**config.mk**
```make
export PLATFORM = sky130hd
export DESIGN_NAME = calendar_core
export DESIGN_NICKNAME = d
export VERILOG_FILES = /design/src/rtl/calendar_core.sv
export SDC_FILE = /design/constraint.sdc
export NUM_CORES = 1
export LEC_CHECK = 0
export BUFFER_PORTS_ARGS = -buffer_cell sky130_fd_sc_hd__buf_2
export CORE_UTILIZATION = 30
export DETAILED_ROUTE_END_ITERATION = 10
export PLACE_DENSITY = 0.44
export SYNTH_ARGS = -nofsm -noshare
export SYNTH_HDL_FRONTEND = slang
export SYNTH_SLANG_ARGS = --single-unit
```
**constraint.sdc**
```tcl
create_clock -name cp -period 14.09 [get_ports cp]
set_clock_uncertainty 0.05 [all_clocks]
set_input_delay 1.409 -clock cp [delete_from_list [all_inputs] [get_ports cp]]
set_output_delay 1.409 -clock cp [all_outputs]
set_load 0.01 [all_outputs]
```
**src/rtl/calendar_core.sv**
```systemverilog
`default_nettype none
// ============================================================================
//  Module   : calendar_core
//  Purpose  : Gregorian date counter (year/month/day/weekday) advancing one
//             day per qualified tick, with a validated date-load handshake.
//             Weekday logic is compiled in only when CAL_WEEK_EN is defined.
//  Revision : 1.0 - initial release
// ============================================================================
module calendar_core #(
    parameter int YEAR_W    = 14,
    parameter int YEAR_MIN  = 2020,
    parameter int YEAR_MAX  = 9999,
    parameter int WEEK_INIT = 3
) (
    input  logic              cp,
    input  logic              CR,
    input  logic              En,
    input  logic              tick,
    input  logic              load_valid,
    output logic              load_ready,
    input  logic [YEAR_W-1:0] load_year,
    input  logic [3:0]        load_month,
    input  logic [4:0]        load_day,
    output logic [YEAR_W-1:0] year,
    output logic [3:0]        month,
    output logic [4:0]        day,
    output logic              leap,
    output logic [2:0]        week,
    output logic              month_end,
    output logic              year_end,
    output logic              wrap,
    output logic              load_err
);

    localparam logic [0:0] S_RUN   = 1'b0;
    localparam logic [0:0] S_CHECK = 1'b1;

    localparam logic [YEAR_W-1:0] c_year_min = YEAR_W'(YEAR_MIN);
    localparam logic [YEAR_W-1:0] c_year_max = YEAR_W'(YEAR_MAX);
    localparam logic [YEAR_W-1:0] c_year_one = YEAR_W'(1);
    localparam logic [YEAR_W-1:0] c_y100     = YEAR_W'(100);
    localparam logic [YEAR_W-1:0] c_y400     = YEAR_W'(400);

    generate
        if (YEAR_MIN >= YEAR_MAX || YEAR_MAX >= (1 << YEAR_W) ||
            WEEK_INIT < 0 || WEEK_INIT > 6) begin : g_param_err
            $error("calendar_core: illegal parameter combination");
        end
    endgenerate

    function automatic logic is_leap(input logic [YEAR_W-1:0] y);
        is_leap = ((y[1:0] == 2'b00) && ((y % c_y100) != '0)) ||
                  ((y % c_y400) == '0);
    endfunction

    // Constant case rather than a lookup array keeps the carry path purely combinational.
    function automatic logic [4:0] mdays(input logic [3:0] m, input logic lp);
        case (m)
            4'd4, 4'd6, 4'd9, 4'd11: mdays = 5'd30;
            4'd2:                    mdays = lp ? 5'd29 : 5'd28;
            default:                 mdays = 5'd31;
        endcase
    endfunction

    logic [0:0]        r_state;
    logic [0:0]        w_state_next;
    logic [YEAR_W-1:0] r_year;
    logic [3:0]        r_month;
    logic [4:0]        r_day;
    logic              r_month_end;
    logic              r_year_end;
    logic              r_wrap;
    logic              r_load_err;
    logic [YEAR_W-1:0] r_ld_year;
    logic [3:0]        r_ld_month;
    logic [4:0]        r_ld_day;

    logic              w_leap;
    logic [4:0]        w_mdays;
    logic              w_day_last;
    logic              w_mon_last;
    logic              w_year_last;
    logic              w_accept;
    logic              w_advance;
    logic              w_check;
    logic              w_ld_ok;
    logic              w_commit;
    logic              w_reject;

    assign w_leap      = is_leap(r_year);
    assign w_mdays     = mdays(r_month, w_leap);
    assign w_day_last  = (r_day >= w_mdays);
    assign w_mon_last  = (r_month >= 4'd12);
    assign w_year_last = (r_year >= c_year_max);

    assign load_ready  = (r_state == S_RUN);
    assign w_accept    = load_valid & load_ready;
    assign w_advance   = load_ready & ~load_valid & En & tick;
    assign w_check     = (r_state == S_CHECK);

    assign w_ld_ok  = (r_ld_year >= c_year_min) && (r_ld_year <= c_year_max) &&
                      (r_ld_month != 4'd0) && (r_ld_month <= 4'd12) &&
                      (r_ld_day != 5'd0) &&
                      (r_ld_day <= mdays(r_ld_month, is_leap(r_ld_year)));
    assign w_commit = w_check & w_ld_ok;
    assign w_reject = w_check & ~w_ld_ok;

    always_ff @(posedge cp) begin
        if (CR) begin
            r_state <= S_RUN;
        end else begin
            r_state <= w_state_next;
        end
    end

    always_comb begin
        w_state_next = r_state;
        case (r_state)
            S_RUN:   if (load_valid) w_state_next = S_CHECK;
            S_CHECK: w_state_next = S_RUN;
            default: w_state_next = S_RUN;
        endcase
    end

    always_ff @(posedge cp) begin
        if (CR) begin
            r_year      <= c_year_min;
            r_month     <= 4'd1;
            r_day       <= 5'd1;
            r_month_end <= 1'b0;
            r_year_end  <= 1'b0;
            r_wrap      <= 1'b0;
            r_load_err  <= 1'b0;
            r_ld_year   <= '0;
            r_ld_month  <= 4'd0;
            r_ld_day    <= 5'd0;
        end else begin
            r_month_end <= 1'b0;
            r_year_end  <= 1'b0;
            r_wrap      <= 1'b0;
            r_load_err  <= w_reject;
            if (w_accept) begin
                r_ld_year  <= load_year;
                r_ld_month <= load_month;
                r_ld_day   <= load_day;
            end
            if (w_commit) begin
                r_year  <= r_ld_year;
                r_month <= r_ld_month;
                r_day   <= r_ld_day;
            end else if (w_advance) begin
                if (!w_day_last) begin
                    r_day <= r_day + 5'd1;
                end else begin
                    r_day       <= 5'd1;
                    r_month_end <= 1'b1;
                    if (!w_mon_last) begin
                        r_month <= r_month + 4'd1;
                    end else begin
                        r_month    <= 4'd1;
                        r_year_end <= 1'b1;
                        if (!w_year_last) begin
                            r_year <= r_year + c_year_one;
                        end else begin
                            r_year <= c_year_min;
                            r_wrap <= 1'b1;
                        end
                    end
                end
            end
        end
    end

`ifdef CAL_WEEK_EN
    localparam logic [2:0]        c_week_init = 3'(WEEK_INIT);
    localparam logic [YEAR_W+1:0] c_d1        = (YEAR_W+2)'(1);
    localparam logic [YEAR_W+1:0] c_d7        = (YEAR_W+2)'(7);
    localparam logic [YEAR_W+1:0] c_d100      = (YEAR_W+2)'(100);
    localparam logic [YEAR_W+1:0] c_d400      = (YEAR_W+2)'(400);

    // Sakamoto: shift Jan/Feb into the previous year so leap days fall at year end.
    function automatic logic [2:0] dow(input logic [YEAR_W-1:0] y,
                                       input logic [3:0] m,
                                       input logic [4:0] d);
        logic [YEAR_W+1:0] ya;
        logic [YEAR_W+1:0] sum;
        logic [YEAR_W+1:0] rem;
        logic [2:0]        t;
        case (m)
            4'd1:    t = 3'd0;
            4'd2:    t = 3'd3;
            4'd3:    t = 3'd2;
            4'd4:    t = 3'd5;
            4'd5:    t = 3'd0;
            4'd6:    t = 3'd3;
            4'd7:    t = 3'd5;
            4'd8:    t = 3'd1;
            4'd9:    t = 3'd4;
            4'd10:   t = 3'd6;
            4'd11:   t = 3'd2;
            default: t = 3'd4;
        endcase
        ya  = {2'b00, y} - ((m < 4'd3) ? c_d1 : '0);
        sum = ya + (ya >> 2) - (ya / c_d100) + (ya / c_d400) +
              {{(YEAR_W-1){1'b0}}, t} + {{(YEAR_W-3){1'b0}}, d};
        rem = sum % c_d7;
        dow = rem[2:0];
    endfunction

    logic [2:0] r_week;
    logic [2:0] w_ld_week;

    assign w_ld_week = dow(r_ld_year, r_ld_month, r_ld_day);

    always_ff @(posedge cp) begin
        if (CR) begin
            r_week <= c_week_init;
        end else if (w_commit) begin
            r_week <= w_ld_week;
        end else if (w_advance) begin
            r_week <= (r_week == 3'd6) ? 3'd0 : r_week + 3'd1;
        end
    end

    assign week = r_week;
`else
    assign week = 3'd0;
`endif

    assign year      = r_year;
    assign month     = r_month;
    assign day       = r_day;
    assign leap      = w_leap;
    assign month_end = r_month_end;
    assign year_end  = r_year_end;
    assign wrap      = r_wrap;
    assign load_err  = r_load_err;

endmodule
`default_nettype wire

```
==> run metrics, run 1 <==
status=completed; clock root cell=clkbuf_16; peak supply drop=0.0519 mV; pwr dens=81.8 nW/um^2; Hold Crit Depth=2; R2R Setup Slk=between 6 and 7 ns; Yosys reg bits=51; clock latency at the later pin of the worst-skew pair=0.30 ns; P_int=0.000307 W; commonest register cell after synthesis=dfxtp_1; Hold EP=r_ld_day[0]; WL/cell=16.5 microns; layout cells sized above 1=between 10% and 20%; Ports=60; largest net degree at the start of global routing=52; GRT Residual Overflow=0; TNS Setup=0 ns; DRC=0; PortBufs=56; worst r2r path cells=27; Sw Share=between 30 and 40%; Gate power share=35.0%; endpoints failing setup=0; Post-synth EDFFs=0; # resized after CTS=0; RSZ-0062 raised after global routing=false; starting density of the core=a little under a third; reg-to-reg endpoint=year[4]; static leakage=2.22 nW; dpl hpwl=12100 microns; Initial DRC Count=274; ys async rst share=0%; CTS tree=done; worst endpoint data arrival time=around 7.4 ns; area grow syn2layout=7.78%; Vias=5670; Die Y=137 microns; Avg Inst Size Synth=slightly above 7 sq um; Core Box Area=18000 sq um; Max Freq=0.137 GHz; Die X=roughly 140 microns; Final #Nets=803; GRT Resource Usage Total=around 18%; Routed WL=roughly 16000 microns; Worst Hold Class=reg -> reg; max_slew headroom=30.4%; gpl congestion=0.844; clock input transition at the sequential cells of the worst setup and hold paths=0.08 ns; routed vias/inst=5.70; fraction of the yosys area taken by sequential cells=18.6%; Post-CTS Setup Inserts=0; Worst Hold Launch=r_ld_day[0]; final antenna-violating net count=0; # fillers=1959; vias in the first global route=5214; cts hold-fix bufs=0; antenna violations before repair=0; CP Class=reg -> reg; DIE AREA=about 19000 sq um; Initial DRT Pass Iterations=5; Data required, critical path=14.20 ns; max cap viols=0; fin crit share=51.8%; Final Hold Vio Count=0; first-pass GRT wire length=26300 microns; Reg power frac=about a third; Max clock buf depth=2; R2R Path Start=r_ld_year[13]; WHS=between 0.4 and 0.5 ns; Rows=between 40 and 50; CTS Buf Count=5; Least-Margin Pin Slew=1.04 ns; Distinct cells, synth=102; Crit. End Element=flip-flop; CTS Sinks=51; Final Slew Violations=0; clock network fraction of total power=approximately 31%; yosys warns=0; H-tree depth=2; Cells after Synth=758; P_sw=between 0.00015 and 0.0002 W; Mapped Area=5500 sq um; crit start category=flip-flop; CP max FO=29; antenna cells=0; final worst path period need=7.30 ns
power by group through the flow:
| stage | combinational, W | clock (W) | sequential, W |
|---|---|---|---|
| 2_1_floorplan | 0.000143 | 0 | 0.000157 |
| 3_3_place_gp | 0.000166 | 0 | 0.000168 |
| 3_5_place_dp | 0.000167 | 0 | 0.000168 |
| 4_1_cts | 0.000168 | 0.000155 | 0.000164 |
| 5_1_grt | 0.000187 | 0.000162 | 0.000166 |
| 6_report | 0.000169 | 0.000151 | 0.000164 |
how the worst max path moves through the flow:
stage                  startpoint       end  slack (ns)  cells past startpoint
finish              r_ld_year[13]   year[4]        6.79                     27
global route        r_ld_year[13]   year[4]        6.11                     27
global placement    r_ld_year[13]   year[4]        6.91                     26
floorplan                year[12]  year[12]        8.13                     28
detailed placement       year[12]   year[4]        6.85                     25
CTS                 r_ld_year[13]   year[4]        6.78                     27
critical path, stage by stage, from the launching register on:
cell and delay [ns]:
dfxtp_1 0.83, inv_2 0.18, a211oi_1 0.43, o2bb2ai_1 0.15
a21oi_1 0.24, xor2_1 0.35, o21ai_1 0.21, a21oi_2 0.28
o211a_1 0.24, o2111ai_1 0.19, o21ai_1 0.21, mux2_2 0.39
and3_1 0.19, a311o_1 0.33, xnor2_1 0.18, mux2i_1 0.21
a21oi_1 0.09, ha_1 0.28, nand2_1 0.05, nand4_1 0.08
o21ai_0 0.08, a211o_1 0.25, inv_1 0.07, nand2_1 0.52
o21ai_1 0.64, o21ai_0 0.18, a21oi_1 0.18, nor2_1 0.05
cell families after synthesis:
kind of cell | count (synthesis) | synth area share, %
AO/OA/AOI/OAI | 262 | 36.3
XOR/XNOR | 23 | 3.94
adder cells (fa/ha/maj) | 12 | 2.69
buffers and inverters | 88 | 8.06
flip-flops | 51 | 18.6
multiplexers | 9 | 2.03
other | 1 | 0.0682
AND/OR/NAND/NOR | 312 | 28.3
per-layer routing:
metal  wire (microns)  GRT usage, %
met5                0             0
met4              286          4.76
met3              537          2.28
met2             7720          30.1
met1             7880          22.9
cells in the mapped netlist, drive strengths merged, types with 6 or more instances:
master,instances,share of area [%]
nand2,106,7.3
a21oi,66,6.2
nor2,62,4.3
dfxtp,51,19
o21ai,43,4.1
nand3,37,3.4
buf,31,4.2
clkbuf,30,2.0
inv,27,1.8
nor3,18,1.7
xnor2,18,3.1
o211ai,16,2.5
a31oi,15,1.9
a211oi,14,2.4
a211o,13,2.1
a311oi,11,2.1
and3,11,1.3
ha,11,2.5
nand2b,10,1.3
nor2b,9,1.0
a21o,8,1.1
and2,8,0.91
o22ai,8,1.0
or3,7,0.89
nand4,6,0.68
o21a,6,0.82
cells in the final DEF (no fill, tap or decap), drive strengths merged, types with 9 or more instances in the layout:
cell and n:
nand2 106, a21oi 66, nor2 62, nand3 37, inv 28, ha 11
xnor2 18, a211o 13, nor2b 9, a311oi 11, a211oi 14, a31oi 15
nand2b 10, nor3 18, and3 11, buf 58, o21ai 43, o211ai 16
dfxtp 51
layout make-up:
class | count | area, sq um | share of cell area, %
clock buffers | 6 | 139 | 2.34
multi-input cells | 621 | 4040 | 68.2
repair buffers | 58 | 295 | 4.98
flip-flops and latches | 51 | 1020 | 17.2
well taps | 229 | 287 | 4.84
inverters | 27 | 101 | 1.71
clock inverters | 2 | 38.8 | 0.655
stage by stage:
| stage | worst slack [ns] | cell area [sq um] | instances | power [W] | utilization, % |
|---|---|---|---|---|---|
| 2_1_floorplan | 8.13 | 5510 | 760 | 0.000300 | - |
| 5_1_grt | 6.11 | 5930 | 994 | 0.000515 | 33.0 |
| 3_5_place_dp | 6.85 | 5750 | 986 | 0.000335 | 32.0 |
| 6_report | 6.79 | 5930 | 994 | 0.000485 | 33.0 |
| 3_3_place_gp | 6.91 | 5750 | 986 | 0.000334 | 32.0 |
| 4_1_cts | 6.78 | 5930 | 994 | 0.000487 | 33.0 |
state kept, by name, indices dropped and copies added (netlist names):
name,flops
load_err,1
r_ld_day,5
r_ld_month,4
r_state,1
month_end,1
wrap,1
r_ld_year,14
day,5
year,14
month,4
year_end,1
No activity file was read; power rests on OpenSTA's default activity.
==> inputs of run 2 (changes only) <==
ABC_AREA = 1   (was default)
PLACE_DENSITY = 0.45   (was 0.44)
clock period = 7.1 ns   (was 14.09 ns; I/O delays follow)
==> run metrics, run 2 <==
worst r2r path cells=59 (+120%); Hold Crit Depth=2 (unchanged); CP max FO=8 (-72%); peak supply drop=0.226 mV (+340%); CTS tree=done; H-tree depth=2 (unchanged); Cells after Synth=762 (+0.53%); Avg Inst Size Synth=6.30 sq um (-13%); Ports=60 (unchanged); DRC=0 (unchanged); Max Freq=0.156 GHz (+14%); PortBufs=56 (unchanged); CTS Sinks=51 (unchanged); Routed WL=13800 microns (-16%); commonest register cell after synthesis=dfxtp_1; slowest CP cell=dfxtp_4; slowest cell delay on critical path=0.37 ns (-0.46 ns); most common cell in the netlist=nand2_1; Final #Nets=868 (+8.1%); gpl congestion=0.842 (-0.17%); Die X=129 microns (-6.4%); routed vias/inst=4.92 (-14%); Yosys reg bits=51 (unchanged); Core Box Area=15400 sq um (-14%); WL/cell=13.3 microns (-20%); commonest cells after routing, fill and taps aside=153 x nand2_1, 86 x inv_1, 63 x nor2_1, 62 x nand3_1, 56 x buf_2; vias in the first global route=4780 (-8.3%); synth top area cells=dfxtp_1 21%, nand2_1 13%, inv_1 7.0%; CP Class=reg -> reg; Post-synth EDFFs=0 (unchanged); commonest non-fill, non-tap cell in the layout=nand2_1; Crit. End Element=flip-flop; clock input transition at the sequential cells of the worst setup and hold paths=0.07 ns (about the same); Final Slew Violations=0 (unchanged); Worst Hold Class=reg -> reg; Initial DRC Count=230 (-16%); fin crit share=90.4% (+39 points); pwr dens=200 nW/um^2 (+140%); Cell Count Post-Placement=1016 (+3.0%); Rows=45 (-8.2%); CTS Buf Count=5 (unchanged); status=completed; clock root cell=clkbuf_16; static leakage=2.78 nW (+25%); placed cell area=5290 sq um (-7.9%); Distinct cells, synth=51 (-50%); GRT Resource Usage Total=17.1% (-0.43 points); first-pass GRT wire length=22900 microns (-13%); Mapped Area=4800 sq um (-13%); yosys warns=0 (unchanged); layout cells sized above 1=25.1% (+9.5 points); clock latency at the later pin of the worst-skew pair=0.30 ns (about the same); Vias=5126 (-9.6%); starting density of the core=31.1% (+0.52 points); endpoints failing setup=0 (unchanged); Data required, critical path=7.23 ns (-6.97 ns); DIE AREA=16500 sq um (-12%); ys async rst share=0% (unchanged); Max clock buf depth=2 (unchanged); area grow syn2layout=20.3%; antenna violations before repair=0 (unchanged); fin cells=1041 (+4.7%); WHS=0.467 ns (+0.00190 ns); Least-Margin Pin Slew=1.13 ns (+0.0904 ns); Initial DRT Pass Iterations=4 (-1); Final Hold Vio Count=0 (unchanged); dpl hpwl=10800 microns (-11%); max cap viols=0 (unchanged); final worst path period need=6.42 ns (-0.879 ns); fraction of the yosys area taken by sequential cells=21.3% (+2.7 points); crit start category=flip-flop; largest net degree at the start of global routing=40 (-23%); area leader, netlist=dfxtp_1; max_slew headroom=24.3% (-6.1 points); GRT Residual Overflow=0 (unchanged); final antenna-violating net count=0 (unchanged); worst endpoint data arrival time=6.55 ns (-0.86 ns); post-route cell area=5780 sq um (-2.5%); Die Y=129 microns (-6.4%); Yosys top cell area share=21.3% (+2.7 points); antenna cells=0 (unchanged); Post-synth top cells=161 x nand2_1, 90 x inv_1, 66 x nand3_1
run 2: path summary, 6_finish.rpt:
| check | to | startpoint | slack [ns] |
|---|---|---|---|
| worst max-delay path | year[12] | r_ld_year[9] | 0.68 |
| worst min-delay path | r_ld_day[1] | r_ld_day[1] | 0.47 |
| worst max register to register | year[12] | r_ld_year[9] | 0.68 |
| worst min register to register | r_ld_day[1] | r_ld_day[1] | 0.47 |
run 2: layer usage:
layer	global-route usage, %	wire length, microns
met1	21.9	6490
met2	29.8	6650
met3	2.83	519
met4	4.22	162
met5	0	0
run 2: timing repair:
item	CTS	global route
hold buffers	0	0
buffers inserted	0	17
setup endpoints to repair	0	19
resized for setup	0	50
run 2: final cells by class:
type / count / area [sq um]
fill: 1723 / 9650
multi-input combinational: 585 / 3430
sequential: 51 / 1040
timing repair buffer: 78 / 449
inverter: 108 / 409
tap: 211 / 264
clock buffer: 6 / 129
clock inverter: 2 / 60.1
run 2: stage by stage:
stage | setup slack (ns) | setup TNS, ns | total power (W) | util (%)
2_1_floorplan | 1.14 | 0 | 0.000706 | -
3_3_place_gp | 0.379 | 0 | 0.000792 | 34.3
3_5_place_dp | 0.224 | 0 | 0.000803 | 34.3
4_1_cts | 0.174 | 0 | 0.00112 | 35.5
5_1_grt | -0.0728 | -0.235 | 0.00126 | 37.5
6_report | 0.680 | 0 | 0.00116 | 37.5
run 2: cell families (layout without fill, tap and decap cells):
family | count (synthesis) | in the layout | synth area share, %
other cells | 1 | 3 | 0.0781
simple gates | 402 | 402 | 43.3
xor+xnor | 17 | 17 | 3.10
fa+ha+maj | 11 | 11 | 2.87
buf+inv | 128 | 194 | 10.5
flops | 51 | 51 | 21.3
compound gates | 152 | 152 | 18.9
run 2: critical path, delay by kind of cell (launching register included):
family	cells	cell delay, ns
AO/OA/AOI/OAI	7	1.03
adder cells (fa/ha/maj)	1	0.15
buffers and inverters	11	1.04
flip-flops	1	0.37
AND/OR/NAND/NOR	40	3.64
run 2: report_power, final:
part	leakage [nW]	internal, W	switching [W]
clock network	0.0911	0.000202	0.000113
registers	0.420	0.000299	0.0000181
logic	2.27	0.000176	0.000349
total	2.78	0.000677	0.000480
